$ cat config.mk
export PLATFORM = sky130hd
export DESIGN_NAME = inst_fetch
export DESIGN_NICKNAME = d
export VERILOG_FILES = /design/src/rtl/inst_fetch.sv
export SDC_FILE = /design/constraint.sdc
export NUM_CORES = 1
export LEC_CHECK = 0
export ABC_AREA = 1
export CAP_MARGIN = 20
export CELL_PAD_IN_SITES_DETAIL_PLACEMENT = 1
export CELL_PAD_IN_SITES_GLOBAL_PLACEMENT = 1
export CORE_MARGIN = 5
export CORE_UTILIZATION = 38
export CTS_CLUSTER_SIZE = 10
export DETAILED_ROUTE_END_ITERATION = 6
export PLACE_DENSITY = 0.78
export SLEW_MARGIN = 25
export SYNTH_ARGS = -nofsm -noshare
export SYNTH_HDL_FRONTEND = slang
export SYNTH_SLANG_ARGS = --single-unit
export TNS_END_PERCENT = 30
$ cat constraint.sdc
create_clock -name clk -period 3 [get_ports clk]
set_input_delay 0.75 -clock clk [delete_from_list [all_inputs] [get_ports clk]]
set_output_delay 0.75 -clock clk [all_outputs]
set_load 0.02 [all_outputs]
$ cat src/rtl/inst_fetch.sv
// Instruction fetch: owns the PC, reads imem over req/ack and queues up to two words for decode.
// A word reaches decode the cycle after its ack; redirect flushes the queue and drops in-flight data.
module inst_fetch #(
  parameter logic [31:0] RESET_PC = 32'hBFC0_0000
) (
  input  logic        clk,
  input  logic        rst,
  output logic        imem_req,
  output logic [31:0] imem_addr,
  input  logic        imem_ack,
  input  logic [31:0] imem_rdata,
  output logic        dec_valid,
  output logic [31:0] dec_inst,
  output logic [31:0] dec_pc,
  input  logic        dec_ready,
  input  logic        redirect,
  input  logic [31:0] redirect_pc
);
  typedef enum logic [1:0] {S_FETCH = 2'd0, S_WAIT = 2'd1, S_DROP = 2'd2} state_t;

  state_t      r_state;
  logic [31:0] r_pc;
  logic [31:0] r_addr;
  logic        r_req;
  logic [1:0]  r_cnt;
  logic [31:0] r_q0_inst, r_q0_pc, r_q1_inst, r_q1_pc;

  logic        w_ack, w_pop, w_push, w_issue, w_unused;
  logic [31:0] w_redir_pc;

  assign w_ack      = r_req & imem_ack;
  assign w_pop      = (r_cnt != 2'd0) & dec_ready & ~redirect;
  assign w_push     = (r_state == S_WAIT) & w_ack & ~redirect;
  assign w_issue    = (r_cnt != 2'd2) | w_pop;
  assign w_redir_pc = {redirect_pc[31:2], 2'b00};
  assign w_unused   = ^redirect_pc[1:0];

  // A redirect seen in FETCH issues straight to the new target so it goes out next cycle.
  always_ff @(posedge clk) begin
    if (rst) begin
      r_state <= S_FETCH;
      r_req   <= 1'b0;
      r_addr  <= RESET_PC;
      r_pc    <= RESET_PC;
    end else begin
      case (r_state)
        S_FETCH: begin
          if (redirect) begin
            r_pc    <= w_redir_pc;
            r_addr  <= w_redir_pc;
            r_req   <= 1'b1;
            r_state <= S_WAIT;
          end else if (w_issue) begin
            r_addr  <= r_pc;
            r_req   <= 1'b1;
            r_state <= S_WAIT;
          end
        end
        S_WAIT: begin
          if (redirect) begin
            r_pc <= w_redir_pc;
            if (w_ack) begin
              r_req   <= 1'b0;
              r_state <= S_FETCH;
            end else begin
              r_state <= S_DROP;
            end
          end else if (w_ack) begin
            r_pc    <= r_pc + 32'd4;
            r_req   <= 1'b0;
            r_state <= S_FETCH;
          end
        end
        S_DROP: begin
          if (redirect) r_pc <= w_redir_pc;
          if (w_ack) begin
            r_req   <= 1'b0;
            r_state <= S_FETCH;
          end
        end
        default: begin
          r_req   <= 1'b0;
          r_state <= S_FETCH;
        end
      endcase
    end
  end

  // Two-entry queue with entry 0 as head; a flush only clears the count.
  always_ff @(posedge clk) begin
    if (rst) begin
      r_cnt     <= 2'd0;
      r_q0_inst <= 32'd0;
      r_q0_pc   <= 32'd0;
      r_q1_inst <= 32'd0;
      r_q1_pc   <= 32'd0;
    end else if (redirect) begin
      r_cnt <= 2'd0;
    end else begin
      case ({w_push, w_pop})
        2'b10: begin
          if (r_cnt == 2'd0) begin
            r_q0_inst <= imem_rdata;
            r_q0_pc   <= r_addr;
          end else begin
            r_q1_inst <= imem_rdata;
            r_q1_pc   <= r_addr;
          end
          r_cnt <= r_cnt + 2'd1;
        end
        2'b01: begin
          r_q0_inst <= r_q1_inst;
          r_q0_pc   <= r_q1_pc;
          r_cnt     <= r_cnt - 2'd1;
        end
        2'b11: begin
          if (r_cnt == 2'd1) begin
            r_q0_inst <= imem_rdata;
            r_q0_pc   <= r_addr;
          end else begin
            r_q0_inst <= r_q1_inst;
            r_q0_pc   <= r_q1_pc;
            r_q1_inst <= imem_rdata;
            r_q1_pc   <= r_addr;
          end
        end
        default: begin
        end
      endcase
    end
  end

  assign imem_req  = r_req;
  assign imem_addr = r_addr;
  assign dec_valid = (r_cnt != 2'd0);
  assign dec_inst  = r_q0_inst;
  assign dec_pc    = r_q0_pc;

endmodule

---- Yosys cells after proc, flatten, opt, wreduce, memory -nomap -nowiden ----
Cells that the tools add are included.
storage, ports and cells
  register bits after elaboration ......... 197
  bits of input ports ..................... 69
cells by class
  add/sub/neg operators ................... 3
  equality and inequality tests ........... 14
  mux-type cells .......................... 29
  bitwise operators ....................... 7
  reductions and logical operators ........ 16
operators by type and width
  operator                                                number
  2-to-1 mux 32 bit                                       13
  case mux 32 bit (2 select lines)                        3
  case mux 32 bit (3 select lines)                        2
  adder 32 x 3 -> 32 bit (second input constant)          1
  2-to-1 mux 2 bit                                        5
  nonzero test 2 bit                                      5
  inequality test 2 bit (second input constant)           4
  equality test 2 x 1 -> 1 bit (second input constant)    3
  equality test 2 bit (second input constant)             3
  inequality test 3 bit (second input constant)           2
  case mux 2 bit (3 select lines)                         1
  AND reduction 3 bit                                     2
  OR reduction 2 bit                                      3
  bitwise AND 1 bit                                       5
  zero test 2 bit                                         2
  inequality test 2 x 1 -> 1 bit (second input constant)  2
  case mux 2 bit (2 select lines)                         1
  AND reduction 2 bit                                     2
  AND reduction 4 bit                                     1
  2-to-1 mux 1 bit                                        3
  nonzero test 3 bit                                      1
  adder 2 x 1 -> 2 bit (second input constant)            1
  case mux 1 bit (2 select lines)                         1
  subtractor 2 x 1 -> 2 bit (second input constant)       1
  2 further kinds                                         2

---- Depth between registers and ports, before layout ----
Gate-level depths: netlist (run 1).
  depth after elaboration ................. 7
  gate-level depth with buffers ........... 14
  gate-level depth less buffers ........... 12

---- Worst setup path before layout (run 1) ----
No wires, ideal clock.
  kind .................................... input to register
  from .................................... input port redirect
  to ...................................... register r_q0_pc[10], in the netlist dec_pc[10]
  setup time .............................. 115 ps
  arrival ................................. 2518 ps
  required time ........................... 2885 ps
  slack ................................... 366 ps
  cell stages on the path ................. 11
  cell sequence ........................... buf_6 clkbuf_1 nor3_1 inv_1 ha_1 a21oi_1 nand2_1 buf_4 buf_2 o21ai_0 inv_1
between the ends
  word-level cells in the longest chain between the ends .. 5
  elaborated cells between the ends (all ways) .. 10
RTL lines
  item                                                                                 RTL line  text
  start: declaration                                                                   16        input logic redirect,
  NOT 1 bit (no source line) *                                                         --
  bitwise AND 1 bit (on tied branches)                                                 32, 33
  equality test 2 bit / equality test 2 x 1 -> 1 bit (equally long branches)           100       case ({w_push, w_pop})
  inequality test 2 bit (no source line) / nonzero test 3 bit (equally long branches)  --
  AND reduction 3 bit (no source line)                                                 --
  end signal: assignment                                                               104       r_q0_pc <= r_addr;
  end signal: assignment                                                               113       r_q0_pc <= r_q1_pc;
  end signal: assignment                                                               119       r_q0_pc <= r_addr;
  end: declaration                                                                     26        logic [31:0] r_q0_inst, r_q0_pc, r_q1_inst, r_q1_pc;
Every way passes the cells marked *; elsewhere a longest branch is shown, timed or not.
A chain may end at the register's enable or synchronous reset.

---- Final worst setup path (run 1) ----
  from .................................... register r_cnt[0]
  to ...................................... output port dec_valid
between the ends
  word-level cells in the longest chain between the ends .. 1
RTL lines
  item                      RTL line  text
  start: declaration        25        logic [1:0] r_cnt;
  start signal: assignment  109       r_cnt <= r_cnt + 2'd1;
  start signal: assignment  114       r_cnt <= r_cnt - 2'd1;
  nonzero test 2 bit        135       assign dec_valid = (r_cnt != 2'd0);
  end: declaration          12        output logic dec_valid,
Every way passes these cells.

==> run metrics, run 1 <==
status=finished, final reports clean; vias in the first global route=9301; Fillers=3134; drc violations=0; syn avg cell area=6.774 µm²; detailed router's first-iteration violation count=490; Most used DFF post-synth=dfxtp_1; die footprint=28060 µm²; slowest cell on the critical path=clkdlybuf4s50_1; Clock Skews=0.01537 ns; Worst EP arrival=1.87 ns; worst skew pair latency=0.44 ns; area occupied by multi-input gates=4253 µm²; max incr delay on CP=0.62 ns; Initial Util=38.66%; first-pass GRT wire length=48.56 mm; cts hold-fix bufs=0; Post-synth EDFFs=0; kind of critical path=reg -> out; final std cells w/o fill=1853; Register Area=3844 µm²; setup TNS=0 ns; Tot GR Track Use=21.09%; minimum clock period=2.623 ns; Max Cap Viol=0; DIE HEIGHT=167.5 µm; PnR worst setup slack=0.3767 ns; Post-Synthesis Cells=1392; Sink Count=192; pin count of the biggest net entering global routing=65; Seq cells post-synth=192; Seq/Total Area, Yosys=40.76%; drt total wl=30.21 mm; fin. max-slew vios=0; Layout area overhead=27.67%; RSZ-0062 raised after global routing=no; Synth warnings=0; row cnt=57; Least-Margin Pin Slew=0.7367 ns; CP Cell Sequence=inv_1 > ha_1 > inv_2 > clkdlybuf4s50_1; postcts setup bufs=0; # port buffers=164; gpl congestion=0.9152; leakage power=5.060 nW; fin util=49.35%; Mapped Area=9429 µm²; H-tree Lvls=4; post-route ant nets=0; hold path depth=2; antenna violations before repair=0; f_max=0.3812 GHz; dpl hpwl=21.40 mm; Vias=9420; Routed wire per std cell=16.30 µm; min-delay worst type=reg -> reg; Die W=167.5 µm; Max Root-Sink Buffers=2; CP Max Fanout=4; # diodes=0; vias per std cell=5.084; CP Data Required Time=2.25 ns; Syn Nets=1475; core area=24390 µm²; crit start category=register; gr ovfl total=0; Place WS=0.08266 ns; DP Cell Count=1821; endpoint type of the worst setup path=output port; PD cells=527.2 nW/µm²; final hold violations=0; crit share post-route=87.44%; FFs w/ async S/R, synth=0%; Clock transition at path regs=0.07 ns; clock root cell=clkbuf_16; slew margin rel.=50.88%; fraction of layout cells with a size suffix above 1=5.559%; Post-CTS Resized=0; Ports=167; CTS tree=yes; Reg2Reg Depth=12; Synth cell types=31; nets=1599; final setup violation count=0; TritonCTS buffer count=17; maximum vdd drop=325.1 µV; first-pass iteration count of the detailed router=5
-- area by class of cell --
type,instances,share of cell area (%)
Clock buffer,17,3.534
Timing Repair Buffer,196,16.65
Sequential cell,192,31.93
Multi-Input combinational cell,870,35.33
Inverter,239,7.484
Tap cell,324,3.368
Clock inverter,15,1.705
-- metrics by stage --
stage	instance area, µm²	power (mW)	hold slack (ns)
after detailed placement	11410	4.011	0.4791
after global placement	11410	3.978	0.4697
final	12040	6.347	0.4800
after CTS	12040	6.424	0.4867
after floorplan	9429	3.509	0.4534
after global routing	12040	6.647	0.5230
-- state kept, by name, indices dropped and copies added (netlist names) --
name       flops
dec_pc        31
r_cnt          2
dec_inst      32
r_pc          30
imem_addr     31
r_state        2
r_q1_pc       31
r_q1_inst     32
imem_req       1
-- cells by family after synthesis --
family | share of synthesized area (%)
AND/OR/NAND/NOR | 17.75
buffers and inverters | 14.24
flip-flops | 40.76
XOR/XNOR | 0.4645
adder cells (fa/ha/maj) | 1.858
AO/OA/AOI/OAI | 24.92
-- worst paths after layout --
check        slack (ns)                  endpoint                        from
max                0.38                 dec_valid       r_cnt[0]$_SDFFE_PP0P_
min                0.48  r_q1_pc[16]$_SDFFE_PP0P_  imem_addr[16]$_SDFFE_PP0P_
max reg2reg        0.64    dec_pc[5]$_SDFFE_PP0P_     r_state[1]$_SDFFE_PP0P_
min reg2reg        0.48  r_q1_pc[16]$_SDFFE_PP0P_  imem_addr[16]$_SDFFE_PP0P_
-- Yosys cell counts, types with 6 or more instances --
cell type	instances	share of area, %
buf_4	6	0.48
a31oi_1	21	1.4
o21ai_1	35	1.9
inv_2	6	0.24
nand3_1	92	4.9
clkbuf_1	32	1.3
nor2_1	80	3.2
ha_1	14	1.9
nand2_1	206	8.2
o21ai_0	211	11
clkbuf_2	6	0.32
buf_2	39	2.1
inv_1	232	9.2
o211ai_1	15	1.2
dfxtp_1	192	41
a21oi_1	167	8.9
-- worst max-delay path, delay by kind of cell, from the launching register on --
family                   cells  cell delay (ns)
buffers and inverters        3             0.84
adder cells (fa/ha/maj)      1             0.23
flip-flops                   1             0.37
-- where the power goes --
part | internal (mW) | switching [mW] | leakage, nW
sequential | 2.70 | 0.167 | 1.56
combinational | 0.448 | 0.643 | 3.19
clock | 1.22 | 1.17 | 0.304
total | 4.36 | 1.98 | 5.06
-- placed cells by master, fill, tap and decap left out, types with 3 or more instances in the layout --
cell | netlist | final
clkbuf_16 | 0 | 17
nand2_1 | 206 | 204
nor3_1 | 5 | 5
ha_1 | 14 | 14
nor2_1 | 80 | 80
o21ai_1 | 35 | 35
xnor2_1 | 3 | 3
inv_6 | 0 | 7
o211ai_1 | 15 | 15
buf_4 | 6 | 23
a21oi_1 | 167 | 167
o21ai_0 | 211 | 211
buf_12 | 0 | 10
a31oi_1 | 21 | 21
clkdlybuf4s50_1 | 0 | 163
nand3_1 | 92 | 92
nand2_2 | 3 | 4
inv_2 | 6 | 6
nand4_1 | 4 | 4
dfxtp_1 | 192 | 192
nor2_2 | 3 | 3
clkinv_8 | 0 | 6
inv_1 | 232 | 231
-- metal layers --
metal	GRT usage, %	routed length [µm]
met1	27.01	13930
met2	35.94	14210
met3	3.159	1045
met4	7.975	1020
met5	0	0
Power figures use the tool's default switching activity.
==> run 2, diff against run 1 <==
CAP_MARGIN = default   (was 20)
==> results of run 2 <==
Same layout as run 1: the final DEF is identical, and so are final timing and power.
==> run 3, diff against run 2 <==
SKIP_LAST_GASP = 1   (was default)
==> results of run 3 <==
Same layout as run 1: the final DEF is identical, and so are final timing and power.
